<file path="config.mk">
export PLATFORM = sky130hd
export DESIGN_NAME = two_pulse_inc_gen_flat
export DESIGN_NICKNAME = d
export VERILOG_FILES = /design/src/rtl/two_pulse_inc_gen_if.sv /design/src/rtl/two_pulse_inc_gen.sv /design/src/flat_wrapper.sv
export SDC_FILE = /design/constraint.sdc
export NUM_CORES = 1
export LEC_CHECK = 0
export BUFFER_PORTS_ARGS = -buffer_cell sky130_fd_sc_hd__buf_2
export CORE_UTILIZATION = 57
export DETAILED_ROUTE_END_ITERATION = 8
export GPL_TIMING_DRIVEN = 0
export PLACE_DENSITY_LB_ADDON = 0.12
export REMOVE_ABC_BUFFERS = 1
export SLEW_MARGIN = 20
export SYNTH_ARGS = -nofsm -noshare
export SYNTH_HDL_FRONTEND = slang
export SYNTH_SLANG_ARGS = --single-unit
</file>
<file path="constraint.sdc">
create_clock -name clk -period 3.95 [get_ports clk]
set_input_delay 0.1975 -clock clk [delete_from_list [all_inputs] [get_ports clk]]
set_output_delay 0.1975 -clock clk [all_outputs]
set_load 0.01 [all_outputs]
</file>
<file path="src/rtl/two_pulse_inc_gen_if.sv">
// ============================================================================
// Module   : two_pulse_inc_gen_if
// Purpose  : Control/status bundle for the two-pulse increment generator.
// Revision : 1.0 - initial release
// ============================================================================
`default_nettype none

interface two_pulse_inc_gen_if #(
  parameter int CNT_W = 4
);
  logic             start;
  logic [CNT_W-1:0] num;
  logic             abort;
  logic             inc_out;
  logic             busy;
  logic             done;
  logic [CNT_W-1:0] remaining;
  logic [CNT_W-1:0] sent;

  modport master (
    output start, num, abort,
    input  inc_out, busy, done, remaining, sent
  );

  modport slave (
    input  start, num, abort,
    output inc_out, busy, done, remaining, sent
  );
endinterface

`default_nettype wire

</file>
<file path="src/rtl/two_pulse_inc_gen.sv">
// ============================================================================
// Module   : two_pulse_inc_gen
// Purpose  : Emits a train of N two-cycle-wide increment pulses with a
//            programmable low gap; start/busy/done handshake, safe abort.
// Revision : 1.0 - initial release
// ============================================================================
`default_nettype none

module two_pulse_inc_gen #(
  parameter int CNT_W      = 4,
  parameter int GAP_CYCLES = 1
) (
  input  wire logic         clk,
  input  wire logic         rst,
  two_pulse_inc_gen_if.slave bus
);

  localparam int             GAP_W    = 4;
  localparam logic [GAP_W-1:0] GAP_LOAD = GAP_W'(GAP_CYCLES - 1);

  typedef enum logic [1:0] {
    IDLE  = 2'd0,
    HIGH1 = 2'd1,
    HIGH2 = 2'd2,
    GAP   = 2'd3
  } state_t;

  state_t           state;
  logic [GAP_W-1:0] gap_cnt;
  logic             abort_lat;
  logic [CNT_W-1:0] num_lat;
  logic [CNT_W-1:0] remaining_r;
  logic [CNT_W-1:0] sent_r;
  logic             inc_r;
  logic             busy_r;
  logic             done_r;

  logic             last_pulse;
  logic             end_train;

  assign last_pulse = (remaining_r <= CNT_W'(1));
  // An abort arriving in the HIGH2 cycle itself still ends the train here.
  assign end_train  = last_pulse | abort_lat | bus.abort;

  always_ff @(posedge clk) begin
    if (rst) begin
      state       <= IDLE;
      gap_cnt     <= '0;
      abort_lat   <= 1'b0;
      num_lat     <= '0;
      remaining_r <= '0;
      sent_r      <= '0;
      inc_r       <= 1'b0;
      busy_r      <= 1'b0;
      done_r      <= 1'b0;
    end else begin
      done_r <= 1'b0;
      case (state)
        IDLE: begin
          if (bus.start) begin
            sent_r      <= '0;
            remaining_r <= bus.num;
            num_lat     <= bus.num;
            abort_lat   <= 1'b0;
            if (bus.num != '0) begin
              state  <= HIGH1;
              inc_r  <= 1'b1;
              busy_r <= 1'b1;
            end else begin
              done_r <= 1'b1;
            end
          end
        end

        HIGH1: begin
          state <= HIGH2;
          if (bus.abort) begin
            abort_lat <= 1'b1;
          end
        end

        HIGH2: begin
          if (remaining_r != '0) begin
            remaining_r <= remaining_r - CNT_W'(1);
          end
          if (sent_r != num_lat) begin
            sent_r <= sent_r + CNT_W'(1);
          end
          inc_r <= 1'b0;
          if (end_train) begin
            state     <= IDLE;
            busy_r    <= 1'b0;
            done_r    <= 1'b1;
            abort_lat <= 1'b0;
          end else begin
            state   <= GAP;
            gap_cnt <= GAP_LOAD;
          end
        end

        GAP: begin
          if (bus.abort) begin
            state  <= IDLE;
            busy_r <= 1'b0;
            done_r <= 1'b1;
          end else if (gap_cnt == '0) begin
            state <= HIGH1;
            inc_r <= 1'b1;
          end else begin
            gap_cnt <= gap_cnt - GAP_W'(1);
          end
        end

        default: begin
          state  <= IDLE;
          inc_r  <= 1'b0;
          busy_r <= 1'b0;
        end
      endcase
    end
  end

  assign bus.inc_out   = inc_r;
  assign bus.busy      = busy_r;
  assign bus.done      = done_r;
  assign bus.remaining = remaining_r;
  assign bus.sent      = sent_r;

endmodule

`default_nettype wire

</file>
<file path="src/flat_wrapper.sv">
// flat-port wrapper written by rule: the top's interface ports become plain ports
module two_pulse_inc_gen_flat 
#(
  parameter int CNT_W      = 4,
  parameter int GAP_CYCLES = 1
)
  (clk, rst, bus_start, bus_num, bus_abort, bus_inc_out, bus_busy, bus_done, bus_remaining, bus_sent);
  two_pulse_inc_gen_if #(.CNT_W(CNT_W)) bus_i ();
  input  wire logic clk;
  input  wire logic rst;
  input wire logic [$bits(bus_i.start)-1:0] bus_start;
  input wire logic [$bits(bus_i.num)-1:0] bus_num;
  input wire logic [$bits(bus_i.abort)-1:0] bus_abort;
  output wire logic [$bits(bus_i.inc_out)-1:0] bus_inc_out;
  output wire logic [$bits(bus_i.busy)-1:0] bus_busy;
  output wire logic [$bits(bus_i.done)-1:0] bus_done;
  output wire logic [$bits(bus_i.remaining)-1:0] bus_remaining;
  output wire logic [$bits(bus_i.sent)-1:0] bus_sent;
  assign bus_i.start = bus_start;
  assign bus_i.num = bus_num;
  assign bus_i.abort = bus_abort;
  assign bus_inc_out = bus_i.inc_out;
  assign bus_busy = bus_i.busy;
  assign bus_done = bus_i.done;
  assign bus_remaining = bus_i.remaining;
  assign bus_sent = bus_i.sent;
  two_pulse_inc_gen #(.CNT_W(CNT_W), .GAP_CYCLES(GAP_CYCLES)) u_core (.clk(clk), .rst(rst), .bus(bus_i));
endmodule
</file>
### Word-level counts from Yosys, hierarchy flattened

Index checks and enable logic that the tools add are counted.

* register bits after elaboration: 22
* bits of input ports: 8
* output and inout port bits: 11
* word-level logic and storage cells: 79

* add/subtract/negate cells: 3
* magnitude comparators: 1
* eq/ne operators: 16
* multiplexer cells: 32
* bitwise logic cells: 2
* reductions and logical operators: 16

Operators by type and width (count)
* $mux W4: 7
* $pmux W4 S2: 3
* $mux W1: 12
* $ne A2 B2 Y1 const B: 6
* $pmux W1 S3: 4
* $mux W2: 5
* $ne A2 B1 Y1 const B: 5
* $reduce_and A5 Y1: 2
* $reduce_and A3 Y1: 3
* $pmux W2 S4: 1
* $reduce_and A4 Y1: 2
* $reduce_bool A4 Y1: 2
* $sub A4 B1 Y4 const B: 2
* $reduce_bool A3 Y1: 2
* $add A4 B1 Y4 const B: 1
* $eq A2 B2 Y1 const B: 2
* $le A4 B1 Y1 const B: 1
* $logic_not A4 Y1: 1
* $ne A4 B4 Y1: 1
* $reduce_bool A2 Y1: 2
* $ne A3 B2 Y1 const B: 1
* $eq A2 B1 Y1 const B: 1
* $logic_not A2 Y1: 1
* $or A1 B1 Y1: 2
* $reduce_and A2 Y1: 1

### Depth between registers and ports, before layout

* word-level depth: 5
* gate-level depth with buffers: 6
* gate-level depth less buffers: 6

### Worst setup path before layout

OpenSTA, ideal clock, no wires.

* kind: flip-flop to flip-flop
* start: register u_core.remaining_r[0], in the netlist u_core.bus.remaining[0]
* end: register u_core.remaining_r[1], in the netlist u_core.bus.remaining[1]
* data arrival time: 1.382 ns
* required time: 3.818 ns
* setup slack: 2.436 ns
* cell stages (with the launch flop): 7
* clock period less this slack: 1.514 ns
* path through: dfxtp_1 -> inv_1 -> ha_1 -> or3b_1 -> a21oi_2 -> a211o_1 -> a21oi_1

* word-level cells in the longest chain between the ends: 3

RTL lines
* start, declared: RTL line two_pulse_inc_gen.sv:32 `logic [CNT_W-1:0] remaining_r;`
* start signal, assigned: RTL line two_pulse_inc_gen.sv:62 `remaining_r <= bus.num;`
* start signal, assigned: RTL line two_pulse_inc_gen.sv:84 `remaining_r <= remaining_r - CNT_W'(1);`
* $sub A4 B1 Y4 or $reduce_bool A4 Y1 (tied branches): RTL line two_pulse_inc_gen.sv:84, two_pulse_inc_gen.sv:83
* $mux W4 or $ne A2 B1 Y1 (tied branches)
* $pmux W4 S2 or $reduce_and A3 Y1 (tied branches)

Parallel ways exist; a longest one is shown, timed or not. The select of a mux whose other input is x is not followed.
A chain may end at the register's enable or synchronous reset.

### Final worst setup path

* start: register u_core.state[1]
* end: register u_core.sent_r[3], in the netlist u_core.bus.sent[3]

* word-level cells in the longest chain between the ends: 3

RTL lines
* start, declared: RTL line two_pulse_inc_gen.sv:28 `state_t state;`
* start signal, assigned: RTL line two_pulse_inc_gen.sv:47 `state <= IDLE;`
* start signal, assigned: RTL line two_pulse_inc_gen.sv:66 `state <= HIGH1;`
* start signal, assigned: RTL line two_pulse_inc_gen.sv:76 `state <= HIGH2;`
* $eq A2 B2 Y1 or $logic_not A2 Y1 (tied branches): RTL line two_pulse_inc_gen.sv:58 `case (state)`
* $ne A2 B1 Y1 (no source line), or another cell as far along
* $reduce_and A3 Y1 (no source line)
* end signal, assigned: RTL line two_pulse_inc_gen.sv:87 `sent_r <= sent_r + CNT_W'(1);`
* end, declared: RTL line two_pulse_inc_gen.sv:33 `logic [CNT_W-1:0] sent_r;`

Parallel ways exist; a longest one is shown, timed or not.

==> metrics.txt <==
Post-Syn Area per Cell=8.750 sq um; Initial Util=0.6275; clk slew on worst S/H paths=120 ps; Finished Core Util=0.6689; n_diodes=0; final-report hold violation count=0; WHS Path Cells=3; fin crit period=1861 ps; Final Skew=12.97 ps; GPL Wtd Cong=0.7942; Top FF cell, synth=dfxtp_1; synth top area cells=dfxtp_1 (35%), ha_1 (5.9%), nor2_1 (4.4%); final wirelength=2493 microns; Synth top area share=0.3471; Worst Setup EP=u_core.bus.sent[3]; synthesis-to-layout area growth=6.608%; Worst-Margin Slew=611.6 ps; GRT Util Overall=0.2213; Num CTS Buffers=3; yosys warns=0; layout cells sized above 1=0.1709; initial antenna violation count=0; die extent in y=49.18 microns; CTS tree=yes; cell taking the most area after synthesis=dfxtp_1; hold crit path type=in -> reg; Critical Path Start Type=register; Max-Cap Viols=0; Final TNS setup=0 ps; CP Max Fanout=16; cells after synthesis=145; crit path capture type=register; post-synthesis register bit count=22; Detail Route Antenna Nets=0; Power Density=336.7 nW/um^2; final setup vio count=0; Crit Path Category=reg -> reg; GRT overflow=0; Iter 0 DRT Violations=26; Buffers on Ports=18; final worst-path cycle share=0.4711; worst skew pair latency=310 ps; Critical R2R Launch=u_core.state[1]; post-cts resize count=0; hpwl dp=1814 microns; 1st-pass router iterations=4; Setup crit start=u_core.state[1]; number of global-route vias before repair=973; CTS hold repair buffers=0; R2R depth=4; IO Pins=19; Post-synth EDFFs=0; final net count=174; Worst VDD drop=0.2094 mV; # Post-CTS Setup Buffers=0; core footprint=2022 sq um; Distinct cells, synth=43; H-tree depth=1; synthesized area=1269 sq um; crit path DAT=2110 ps; status=finished, final reports clean; Placed Area=1330 sq um; Wirelength per Cell=13.48 microns; Finished Layout Cells=185; root buffer cell=clkbuf_4; Async SR Flop Fraction=0; DRC viols=0; Worst Path Required=4200 ps; DR vias=1073; first-pass GRT wire length=4140 microns; Die W=49.18 microns; final instance area=1353 sq um; Leak=0.0005391 uW; vias per cell=5.800; Max clock buf depth=2; flop2flop setup slack=2090 ps; largest net degree at the start of global routing=23; fmax=537.4 MHz; row cnt=16; RSZ-0062 raised after global routing=false; count of pins over their slew limit=0; Die Area=2419 sq um; placed insts=182; share of the yosys chip area belonging to registers=0.3471; reg2reg end=u_core.bus.sent[3]; Slew HR=0.5917; clk sinks=22
==> cell usage in the layout (no fill, tap or decap), types with 3 or more instances in the layout <==
| cell | n |
|---|---|
| nor2_1 | 15 |
| mux2i_1 | 3 |
| a21oi_1 | 9 |
| nand2_1 | 13 |
| or3_1 | 3 |
| xor2_1 | 3 |
| inv_1 | 7 |
| nand3b_1 | 4 |
| nor3_1 | 5 |
| buf_2 | 18 |
| clkbuf_4 | 3 |
| ha_1 | 6 |
| dfxtp_1 | 22 |
| nand3_1 | 3 |
| o21ai_0 | 5 |
| a211oi_1 | 5 |
==> per-stage QoR <==
stage	setup WS [ps]	hold WS [ps]	power, uW
floorplan	2408	259.9	325.7
global placement	2174	471.9	355.3
detailed placement	2143	476.8	359.3
CTS	2117	174.3	458.9
global route	1955	178.5	481.0
finish	2089	171.4	455.4
==> synthesized netlist by cell type, types with 3 or more instances <==
cell type / count
a211oi_1: 5
a21oi_1: 9
buf_6: 3
clkbuf_1: 4
dfxtp_1: 22
ha_1: 6
inv_1: 7
mux2i_1: 3
nand2_1: 13
nand3_1: 3
nand3b_1: 4
nor2_1: 15
nor3_1: 5
o21ai_0: 5
or3_1: 3
xor2_1: 3
==> flip-flops by register name (all words and copies together), names as in the netlist <==
signal                cells
u_core.bus.done           1
u_core.abort_lat          1
u_core.bus.sent           4
u_core.num_lat            4
u_core.bus.busy           1
u_core.gap_cnt            4
u_core.state              2
u_core.bus.remaining      4
u_core.bus.inc_out        1
==> area by class of cell <==
cell class	count	area, sq um
Sequential cell	22	440.4
Timing Repair Buffer	18	90.09
Clock buffer	3	22.52
Tap cell	27	33.78
Fill cell	173	669.4
Multi-Input combinational cell	108	739.5
Inverter	7	26.28
==> where the power goes <==
part / total, uW / internal (uW) / switching [uW]
clock network: 100 / 35.6 / 64.9
logic: 97.6 / 42.1 / 55.4
registers: 257 / 236 / 21.4
total: 455 / 314 / 142
==> critical path, cell delays in order (launching register included) <==
cell	delay, ps
dfxtp_1	690
nor2b_4	410
o41ai_2	170
or3_1	380
a21boi_1	160
==> worst min-delay path by stage <==
stage / start / endpoint / slack [ps]
finish: bus_num[1] / u_core.num_lat[1] / 170
global route: bus_num[1] / u_core.num_lat[1] / 180
CTS: bus_num[1] / u_core.num_lat[1] / 170
detailed placement: u_core.bus.remaining[1] / u_core.bus.remaining[1] / 480
global placement: u_core.bus.remaining[1] / u_core.bus.remaining[1] / 470
floorplan: rst / u_core.bus.sent[0] / 260
==> kinds of logic after synthesis <==
group	Yosys count	share of synthesized area
flops	22	0.3471
simple gates	57	0.2465
fa+ha+maj	6	0.05917
compound gates	36	0.1973
xor+xnor	6	0.05622
buf+inv	15	0.07002
mux	3	0.02367
==> metal layers <==
metal | track usage | up-vias | routed length [microns]
li1 | - | 546 | -
met1 | 0.2924 | 505 | 1282
met2 | 0.3699 | 20 | 1134
met3 | 0.03738 | 2 | 62
met4 | 0.05882 | 0 | 12
met5 | 0 | - | 0
Power figures use the tool's default switching activity.
